==> config.mk <==
export PLATFORM = sky130hd
export DESIGN_NAME = simple_linear_fifo_core
export DESIGN_NICKNAME = d
export VERILOG_FILES = /design/src/rtl/simple_linear_fifo_core.sv
export SDC_FILE = /design/constraint.sdc
export NUM_CORES = 1
export LEC_CHECK = 0
export CORE_ASPECT_RATIO = 2
export CORE_MARGIN = 2
export CORE_UTILIZATION = 54
export DETAILED_ROUTE_END_ITERATION = 16
export PLACE_DENSITY = 0.72
export SKIP_CTS_REPAIR_TIMING = 1
export SYNTH_ARGS = -nofsm -noshare
export SYNTH_HDL_FRONTEND = slang
export SYNTH_SLANG_ARGS = --single-unit
==> constraint.sdc <==
create_clock -name FCLK -period 2.65 [get_ports FCLK]
set_clock_uncertainty 0.15 [all_clocks]
set_input_delay 0.3975 -clock FCLK [delete_from_list [all_inputs] [get_ports FCLK]]
set_output_delay 0.3975 -clock FCLK [all_outputs]
set_load 0.03 [all_outputs]
==> src/rtl/simple_linear_fifo_core.sv <==
// simple_linear_fifo_core
// Single-clock synchronous FIFO. DATA_WIDTH-bit words are buffered in a
// circular store of FIFO_DEPTH entries. Read data is registered, and EMPTY
// and FULL flags are provided.
//
// Optional feature macro: FIFO_COUNT_EN. When it is defined, the COUNT
// occupancy port is present.
//
// Ports
//   FCLK      in   1                single clock, rising edge
//   FRSTN     in   1                synchronous reset, ACTIVE-HIGH
//                                  (1 = reset at the next FCLK rise)
//   WR_EN     in   1                write request
//   RD_EN     in   1                read request
//   DATA_IN   in   DATA_WIDTH       write data
//   DATA_OUT  out  DATA_WIDTH       registered read data (1-cycle latency)
//   EMPTY     out  1                no stored entries
//   FULL      out  1                FIFO_DEPTH stored entries
//   COUNT     out  ADDR_WIDTH+1     occupancy (FIFO_COUNT_EN only)
//
// Handshake
//   WR_EN and RD_EN act as the "valid" side, and ~FULL / ~EMPTY act as the
//   "ready" side. A transfer happens at a rising FCLK edge only when the
//   request is high and the matching flag allows it:
//     wr_acc = WR_EN & ~FULL
//     rd_acc = RD_EN & ~EMPTY
//   Both flags come from the pre-edge state. A request that is not accepted
//   has no effect at all. Because there is no bypass path, a word written
//   into an empty FIFO can be read one cycle later at the earliest.

module simple_linear_fifo_core #(
  parameter  int DATA_WIDTH = 8,
  parameter  int FIFO_DEPTH = 16,  // power of two, >= 2
  localparam int ADDR_WIDTH = $clog2(FIFO_DEPTH)
) (
  input  logic                  FCLK,
  input  logic                  FRSTN,
  input  logic                  WR_EN,
  input  logic                  RD_EN,
  input  logic [DATA_WIDTH-1:0] DATA_IN,
  output logic [DATA_WIDTH-1:0] DATA_OUT,
  output logic                  EMPTY,
`ifdef FIFO_COUNT_EN
  output logic [ADDR_WIDTH:0]   COUNT,
`endif
  output logic                  FULL
);

  localparam logic [ADDR_WIDTH:0] PTR_ONE = (ADDR_WIDTH + 1)'(1);

  // The pointers carry one extra wrap bit above the index bits. This lets
  // the design tell full (same index, different lap) from empty (identical
  // pointers).
  logic [ADDR_WIDTH:0]   wr_ptr_q, wr_ptr_d;
  logic [ADDR_WIDTH:0]   rd_ptr_q, rd_ptr_d;
  logic [DATA_WIDTH-1:0] data_out_q, data_out_d;
  logic [DATA_WIDTH-1:0] mem_q [FIFO_DEPTH];

  logic empty, full, wr_acc, rd_acc;

  always_comb begin
    empty      = (wr_ptr_q == rd_ptr_q);
    full       = (wr_ptr_q[ADDR_WIDTH-1:0] == rd_ptr_q[ADDR_WIDTH-1:0]) &&
                 (wr_ptr_q[ADDR_WIDTH] != rd_ptr_q[ADDR_WIDTH]);
    wr_acc     = WR_EN & ~full;
    rd_acc     = RD_EN & ~empty;

    wr_ptr_d   = wr_ptr_q;
    rd_ptr_d   = rd_ptr_q;
    data_out_d = data_out_q;
    if (wr_acc) begin
      wr_ptr_d = wr_ptr_q + PTR_ONE;
    end
    if (rd_acc) begin
      rd_ptr_d   = rd_ptr_q + PTR_ONE;
      data_out_d = mem_q[rd_ptr_q[ADDR_WIDTH-1:0]];
    end
  end

  always_ff @(posedge FCLK) begin
    if (FRSTN) begin
      wr_ptr_q   <= '0;
      rd_ptr_q   <= '0;
      data_out_q <= '0;
    end else begin
      wr_ptr_q   <= wr_ptr_d;
      rd_ptr_q   <= rd_ptr_d;
      data_out_q <= data_out_d;
    end
  end

  // The storage array has no reset. After a reset the contents are
  // unreachable, because both pointers are back at zero.
  always_ff @(posedge FCLK) begin
    if (!FRSTN && wr_acc) begin
      mem_q[wr_ptr_q[ADDR_WIDTH-1:0]] <= DATA_IN;
    end
  end

  assign DATA_OUT = data_out_q;
  assign EMPTY    = empty;
  assign FULL     = full;

`ifdef FIFO_COUNT_EN
  // The modulo difference of the wrap-extended pointers is the occupancy,
  // which ranges from 0 to FIFO_DEPTH.
  assign COUNT = wr_ptr_q - rd_ptr_q;
`endif

endmodule

# Yosys cells after proc, flatten, opt, wreduce, memory -nomap -nowiden
# Memories as Yosys holds them, arrays and structs flattened. A register that Yosys moved wholly into a read port is not among the register bits.
# Cells that the tools add are included.
word_totals:
  mem_count: 1
  ramBits: 128
  word_cells: 17
  reg_bits: 10
  romBits: 0
  inputBits: 12
  output_inout_bits: 10
  latch_bits: 0
classes:
  n_div: 0
  shift: 0
  mux: 2
  n_addsub: 2
  bitwise_logic: 4
  n_eq_ne: 3
  multipliers: 0
  n_reduce_logical: 3
  magnitude_cmp: 0
memory_table:
  columns: ["memory", "depth", "width", "read_ports", "rd_clocked_by_memory_dff", "wr", "line_no", "rtl"]
  rows:
  - ["mem_q", 16, 8, 1, 1, 1, "57", "logic [DATA_WIDTH-1:0] mem_q [FIFO_DEPTH];"]
ops:
  columns: ["op", "count"]
  rows:
  - ["adder 5 x 1 -> 5 bit (second input constant)", 2]
  - ["equality test 5 bit", 1]
  - ["equality test 4 bit", 1]
  - ["bitwise AND 1 bit", 2]
  - ["logical AND 1 bit", 2]
  - ["two-way mux 1 bit", 2]
  - ["NOT 1 bit", 2]
  - ["zero test 1 bit", 1]
  - ["!= test 1 bit", 1]

# Longest topological paths before layout
# Gate-level depths: netlist of the first run.
logic_depth:
  depth_word: 7
  ltp_mapped: 8

# Worst setup path before layout of the first run
# OpenSTA, ideal clock, no wires.
synth_path:
  kind: "reg-to-reg"
  start: "register rd_ptr_q[2]"
  end: "memory mem_q[1][0], enable pin"
  path_slack_ns: 0.017
  arrival_ns: 2.088
  t_required_ns: 2.105
  n_path_buf: 3
  setup_time_ns: 0.395
  synth_period_minus_slack_ns: 2.633
  stages_incl_launch_ff: 8
  cell_sequence: "dfxtp_1 buf_2 xnor2_1 nand4_2 o21ai_0 buf_2 buf_2 nor4_1"
synth_between:
  elab_chain_cells: 7
synth_lines:
  columns: ["item", "line_no", "rtl"]
  rows:
  - ["start, declared", "55", "logic [ADDR_WIDTH:0] rd_ptr_q, rd_ptr_d;"]
  - ["start signal, assigned", "87", "rd_ptr_q <= rd_ptr_d;"]
  - ["equality test 4 bit", "63", "full = (wr_ptr_q[ADDR_WIDTH-1:0] == rd_ptr_q[ADDR_WIDTH-1:0]) &&"]
  - ["logical AND 1 bit", "63", null]
  - ["NOT 1 bit", "65", "wr_acc = WR_EN & ~full;"]
  - ["bitwise AND 1 bit", "65", null]
  - ["logical AND 1 bit", "95", "if (!FRSTN && wr_acc) begin"]
  - ["two-way mux 1 bit", "95", null]
  - ["two-way mux 1 bit (implied by the code)", "96", "mem_q[wr_ptr_q[ADDR_WIDTH-1:0]] <= DATA_IN;"]
  - ["end, declared", "57", null]
# Every way passes these cells.

# Final worst setup path of the first run
layout_path:
  start: "register rd_ptr_q[0]"
  end: "output EMPTY"
layout_between:
  elab_chain_cells: 1
layout_lines:
  columns: ["item", "line_no", "rtl"]
  rows:
  - ["equality test 5 bit", "62", "empty = (wr_ptr_q == rd_ptr_q);"]
  - ["end, declared", "42", "output logic EMPTY,"]
# Every way passes these cells.

==> results of run 1 <==
## registers in the layout, summed over array words and instances (netlist names)
signal / cells
DATA_OUT: 8
mem_q: 128
rd_ptr_q: 5
wr_ptr_q: 5
## power by group
group	leakage (nW)	total, mW	switching (mW)	internal (mW)
Sequential	1.30	2.60	0.0450	2.55
Clock	0.300	2.44	1.00	1.44
Combinational	0.686	0.623	0.364	0.258
## metrics by stage
stage	utilization	area [um^2]
2_1_floorplan	-	5951
3_3_place_gp	0.5941	6422
3_5_place_dp	0.5941	6422
4_1_cts	0.6510	7038
5_1_grt	0.6510	7038
6_report	0.6510	7038
## layer usage
metal  up-vias  GRT usage
met3        17    0.05213
li1       1439          -
met4         0    0.08605
met2        80     0.3949
met5         -          0
met1      1606     0.2258
## synth_stat cells
| cell | instances | area (um^2) |
|---|---|---|
| o21a_1 | 1 | 7.510 |
| a21oi_1 | 2 | 10.01 |
| a211oi_1 | 16 | 120.1 |
| o22ai_1 | 8 | 50.05 |
| mux2i_1 | 9 | 90.09 |
| mux4_2 | 1 | 22.52 |
| o211ai_1 | 3 | 22.52 |
| and3_1 | 1 | 6.260 |
| o2111ai_1 | 1 | 8.760 |
| buf_2 | 10 | 50.05 |
| nand4_2 | 1 | 12.51 |
| xor2_1 | 6 | 52.55 |
| mux2_2 | 16 | 180.2 |
| xnor2_1 | 7 | 61.31 |
| nor3_1 | 12 | 60.06 |
| clkinv_1 | 1 | 3.750 |
| nand3_1 | 1 | 5.000 |
| and4_1 | 1 | 8.760 |
| inv_1 | 3 | 11.26 |
| nor4b_1 | 4 | 35.03 |
| buf_6 | 3 | 33.78 |
| o21ai_2 | 1 | 8.760 |
| o21ai_0 | 3 | 15.01 |
| nor2_1 | 18 | 67.56 |
| or3_1 | 1 | 6.260 |
| edfxtp_1 | 128 | 3844 |
| nand2b_1 | 5 | 31.28 |
| nand2_1 | 4 | 15.01 |
| nor4_1 | 8 | 50.05 |
| dfxtp_1 | 18 | 360.4 |
| clkbuf_1 | 7 | 26.28 |
| mux4_1 | 23 | 604.3 |
| buf_4 | 1 | 7.510 |
| ha_1 | 5 | 62.56 |
## critical path, stage by stage, from the launching register on
cell and delay [ns]:
dfxtp_1 0.60, xnor2_1 0.19, nand4_2 0.13, buf_4 0.18, nor2_1 0.09, buf_4 0.17
## logic make-up (layout without fill, tap and decap cells)
group / after synthesis / after routing / synth area share
multiplexers: 49 / 49 / 0.1508
flip-flops: 146 / 146 / 0.7065
AND/OR/NAND/NOR: 56 / 56 / 0.05004
XOR/XNOR: 13 / 13 / 0.01913
buffers and inverters: 25 / 83 / 0.02229
AO/OA/AOI/OAI: 35 / 35 / 0.04079
adder cells (fa/ha/maj): 5 / 5 / 0.01051
## cells in the final DEF, fill, tap and decap left out, drive strengths merged, types with 8 or more instances in the layout
| master | instances |
|---|---|
| mux2 | 16 |
| nor4 | 8 |
| inv | 12 |
| buf | 28 |
| mux4 | 24 |
| nor2 | 18 |
| nor3 | 12 |
| mux2i | 9 |
| dfxtp | 18 |
| clkbuf | 17 |
| o22ai | 8 |
| clkdlybuf4s50 | 19 |
| a211oi | 16 |
| edfxtp | 128 |
## layout make-up
type | instances | area, um^2
sequential | 146 | 4205
fill | 742 | 3772
multi-input combinational | 158 | 1614
clock buffer | 17 | 425.4
timing repair buffer | 47 | 412.9
clock inverter | 15 | 190.2
tap | 140 | 175.2
inverter | 4 | 15.01
## path summary, 6_finish.rpt
kind | start | end | slack, ns | depth (start not counted)
min reg2reg | DATA_OUT[1] | DATA_OUT[1] | 0.35 | 2
min | DATA_OUT[1] | DATA_OUT[1] | 0.35 | 2
max | rd_ptr_q[0] | EMPTY | 0.33 | 5
max reg2reg | rd_ptr_q[1] | DATA_OUT[1] | 0.34 | 6
==> results.py, run 1 <==
metrics = {
    "outcome": {
        "status": "complete, no violations",
    },
    "floorplanning": {
        "ios": 22,
        "row_count": 54,
        "coreArea_mm2": 0.01081,
        "die_h_um": 152.5,
        "die_x_um": 78.23,
        "start_util": 0.5505,
        "die-area_mm2": 0.01193,
    },
    "timing": {
        "tightest_slew_ns": 0.6797,
        "finalMaxSlewViolations": 0,
        "setup_tns_ns": 0,
        "max_freq_mhz": 430.3,
        "min_period_over_period": 0.8771,
        "worst_hold_slack_ns": 0.3453,
        "finalSetupViolations": 0,
        "finalHoldViolations": 0,
        "rsz0062_at_grt": "false",
        "layout_min_cycle_time_ns": 2.324,
        "max_slew_margin": 0.5454,
        "fin_ws_ns": 0.3258,
    },
    "detailed_routing": {
        "wl_met2_um": 6882,
        "avgRoutedWirePerCell_um": 22.45,
        "via_per_inst": 5.962,
        "drcViolationCount": 0,
        "drt-total-wl_um": 11830,
        "top_layer": "met4",
        "vias": 3142,
        "drt_iter0_markers": 210,
        "antenna_left": 0,
        "routed-wl-met3_um": 351,
        "first_pass_iters": 4,
        "wl_met1_um": 4306,
    },
    "clock_network": {
        "h-tree-depth": 4,
        "cts_tree": "done",
        "cts_root_buf": "clkbuf_16",
        "clk_pin_slew_ns": 0.06,
        "cts_made_buffers": 17,
        "clock_latency_ns": 0.42,
        "clk_path_buf_depth": 2,
        "clock_sinks": 146,
    },
    "logic_synthesis": {
        "ys_warn_count": 0,
        "syn_inst": 329,
        "yosysSeqAreaShare": 0.7065,
        "syn_area_per_cell_um2": 18.09,
        "synth.distinct_cells": 34,
        "ys_ff_latch": 146,
        "synthesis.nets": 346,
        "syn_area_mm2": 0.005951,
    },
    "critical_path": {
        "crit_fanout": 11,
        "cp.arrival_ns": 1.78,
        "start_kind": "flop",
        "cp.required_ns": 2.10,
        "crit_path_end_kind": "output pin",
        "crit_type": "flop to output pin",
    },
    "hold_path": {
        "hold_class": "flop to flop",
    },
    "placement": {
        "port_buffers": 21,
        "dp.final_hpwl_um": 7848,
        "post-place-ws_ns": 0.3281,
        "place_inst": 495,
        "place_congestion": 0.7624,
    },
    "global_route": {
        "grt.total_usage": 0.2131,
        "grt_max_degree": 30,
        "grt_pass1_wl_um": 17860,
        "grt.overflow.total": 0,
        "grt_antenna_before_repair": 0,
        "grt_pass1_vias": 3181,
    },
    "final_layout": {
        "syn_to_final_growth_pct": 18.27,
        "fin_nets": 391,
        "diodes": 0,
        "drive_gt1_frac": 0.2067,
        "final_cells": 527,
    },
    "run": {
        "maxCapViolCount": 0,
    },
    "power": {
        "peakVddDrop_uv": 626.2,
        "p_leak_nw": 2.287,
        "power_density_mw_per_mm2": 804.0,
        "power_mw": 5.658,
    },
}
No activity file was read; power rests on OpenSTA's default activity.
==> inputs of run 2 (changes only) <==
--- a/config.mk
+++ b/config.mk
@@ -5,12 +5,14 @@
 export SDC_FILE = /design/constraint.sdc
 export NUM_CORES = 1
 export LEC_CHECK = 0
+export ABC_AREA = 1
 export CORE_ASPECT_RATIO = 2
 export CORE_MARGIN = 2
-export CORE_UTILIZATION = 54
+export CORE_UTILIZATION = 55
 export DETAILED_ROUTE_END_ITERATION = 16
-export PLACE_DENSITY = 0.72
+export PLACE_DENSITY = 0.73
 export SKIP_CTS_REPAIR_TIMING = 1
+export SLEW_MARGIN = 20
 export SYNTH_ARGS = -nofsm -noshare
 export SYNTH_HDL_FRONTEND = slang
 export SYNTH_SLANG_ARGS = --single-unit
==> results.py, run 2 <==
metrics = {
    "final_layout": {
        "fin_nets": 709,
        "syn_to_final_growth_pct": 16.95,
        "finalInstanceArea_mm2": 0.007450,
        "drive_gt1_frac": 0.1050,
        "final_cell_mix": "nand2_1, edfxtp_1, nor2_1",
        "final_common_cell": "nand2_1",
        "diodes": 0,
        "largest_reg_flops": 128,
    },
    "global_route": {
        "grt.overflow.total": 0,
        "grt.total_usage": 0.2616,
        "top_usage_layer": "met2",
        "grt_antenna_before_repair": 0,
        "grt_util_met1": 0.2740,
        "met2_usage": 0.4671,
        "met3_usage": 0.04688,
        "grt_max_degree": 67,
        "grt_pass1_vias": 4461,
        "grt_pass1_wl_um": 23200,
    },
    "detailed_routing": {
        "vias": 4528,
        "first_pass_iters": 5,
        "drt-total-wl_um": 15370,
        "antenna_left": 0,
        "drcViolationCount": 0,
        "via_per_inst": 5.346,
        "drt_iter0_markers": 326,
        "avgRoutedWirePerCell_um": 18.15,
    },
    "floorplanning": {
        "die_h_um": 156.2,
        "die_x_um": 80.10,
        "ios": 22,
        "row_count": 55,
        "coreArea_mm2": 0.01129,
        "start_util": 0.5644,
        "die-area_mm2": 0.01251,
    },
    "clock_network": {
        "cts_made_buffers": 17,
        "clk_pin_slew_ns": 0.06,
        "clock_sinks": 146,
        "cts_root_buf": "clkbuf_16",
        "clk_path_buf_depth": 2,
        "cts_tree": "done",
        "clock_latency_ns": 0.42,
        "h-tree-depth": 4,
    },
    "placement": {
        "port_buffers": 21,
        "dp.final_hpwl_um": 10140,
        "place_area_mm2": 0.006859,
        "place_congestion": 0.9526,
    },
    "critical_path": {
        "crit_path_end_kind": "flop",
        "cp.arrival_ns": 2.23,
        "cpMaxStageDelayCell": "dfxtp_1",
        "worstPathCellList": "inv_2, nand2_1, nand2_1, nor2_2, nand3_2, nand2_1, nor2_1, nand2_1, nor2_1, buf_4",
        "slowest_delay_ns": 0.38,
        "crit_type": "flop to flop",
        "cp.required_ns": 2.62,
        "start_kind": "flop",
        "crit_fanout": 9,
        "critPathMostFrequentCell": "nand2_1",
    },
    "logic_synthesis": {
        "yosysMostFrequentCell": "nand2_1",
        "synth_top_area_cell": "edfxtp_1",
        "synthesis.nets": 665,
        "ys_ff_latch": 146,
        "synth.distinct_cells": 23,
        "synth_top_area_frac": 0.6034,
        "yosysSeqAreaShare": 0.6600,
        "yosys-top-cells-area": "edfxtp_1, nand2_1, nor2_1, dfxtp_1, inv_1",
        "syn_inst": 648,
        "synth_flop_cell": "edfxtp_1",
        "synth_edf_count": 128,
        "ys_warn_count": 0,
        "yosys-top-cells-count": "nand2_1, edfxtp_1, nor2_1",
        "synth-async-reset-ratio": 0,
        "syn_area_mm2": 0.006370,
        "syn_area_per_cell_um2": 9.830,
    },
    "timing": {
        "finalMaxSlewViolations": 0,
        "tightest_slew_ns": 0.6659,
        "finalHoldViolations": 0,
        "finalSetupViolations": 0,
        "setup_tns_ns": 0,
        "rsz0062_at_grt": "false",
        "max_slew_margin": 0.5561,
        "max_freq_mhz": 443.9,
        "min_period_over_period": 0.8502,
        "layout_min_cycle_time_ns": 2.253,
    },
    "power": {
        "p_comb_frac": 0.126,
        "p_sw_frac": 0.2527,
        "peakVddDrop_uv": 535.6,
        "power_density_mw_per_mm2": 763.1,
        "switchingPower_mw": 1.437,
        "p_leak_nw": 3.118,
        "p_int_mw": 4.249,
        "clockPowerShare": 0.422,
        "p_seq_frac": 0.451,
    },
    "run": {
        "maxCapViolCount": 0,
    },
    "hold_path": {
        "hold_class": "flop to flop",
    },
    "outcome": {
        "status": "complete, no violations",
    },
}
==> run 2: cell types whose count changed after synthesis, moves of 23 or more <==
cell     delta
inv_1      +86
nor2_1     +80
nand3_1    +65
o21ai_0    +31
mux4_1     -23
nand2_1   +143
==> run 2: cell families (layout without fill, tap and decap cells) <==
| kind of cell | after synthesis | after routing | share of synthesized area |
|---|---|---|---|
| AOI/OAI and AO/OA | 50 | 50 | 0.03929 |
| buffers and inverters | 123 | 180 | 0.07719 |
| and+or+nand+nor | 317 | 317 | 0.2041 |
| adders and majority gates | 5 | 5 | 0.009821 |
| DFF | 146 | 146 | 0.6600 |
| xor gates and xnor gates | 7 | 7 | 0.009625 |
==> run 2: through the flow <==
step | instances | power, mW | hold slack [ns] | util | setup slack [ns]
floorplan | 648 | 3.086 | 0.3154 | - | 0.5406
global placement | 815 | 3.313 | 0.3470 | 0.6078 | 0.3484
detailed placement | 815 | 3.322 | 0.3533 | 0.6078 | 0.3275
CTS | 847 | 5.710 | 0.3625 | 0.6601 | 0.4196
global route | 847 | 5.881 | 0.3876 | 0.6601 | 0.2287
finish | 847 | 5.685 | 0.3618 | 0.6601 | 0.3970
==> run 2: power groups by stage <==
stage	combinational, mW	clock, mW	sequential (mW)
6_report	0.719	2.40	2.57
2_1_floorplan	0.438	0	2.65
4_1_cts	0.714	2.43	2.57
5_1_grt	0.795	2.52	2.57
3_5_place_dp	0.707	0	2.61
3_3_place_gp	0.701	0	2.61
==> run 2: worst max-delay path, delay by kind of cell, from the launching register on <==
kind,cells,cell delay (ns)
flip-flops,1,0.38
buffers and inverters,2,0.35
AND/OR/NAND/NOR,8,1.10
==> run 2: final timing paths <==
check,from,to,slack (ns),depth (start not counted)
worst min register to register,rd_ptr_q[4],rd_ptr_q[4],0.36,2
worst min-delay path,rd_ptr_q[4],rd_ptr_q[4],0.36,2
worst max-delay path,rd_ptr_q[2],mem_q[6][1],0.40,10
worst max register to register,rd_ptr_q[2],mem_q[6][1],0.40,10
==> run 2: final cells by class <==
cell class | instances | area (um^2)
flip-flops and latches | 146 | 4205
fillers | 876 | 3836
multi-input cells | 379 | 1674
repair buffers | 53 | 445.4
clock buffers | 19 | 432.9
inverters | 95 | 356.6
well taps | 142 | 177.7
clock inverters | 13 | 157.7
==> run 2: routing by layer <==
| metal | vias up | share of wire |
|---|---|---|
| li1 | 2177 | - |
| met1 | 2124 | 0.35 |
| met2 | 178 | 0.55 |
| met3 | 49 | 0.053 |
| met4 | 0 | 0.048 |
| met5 | - | 0 |
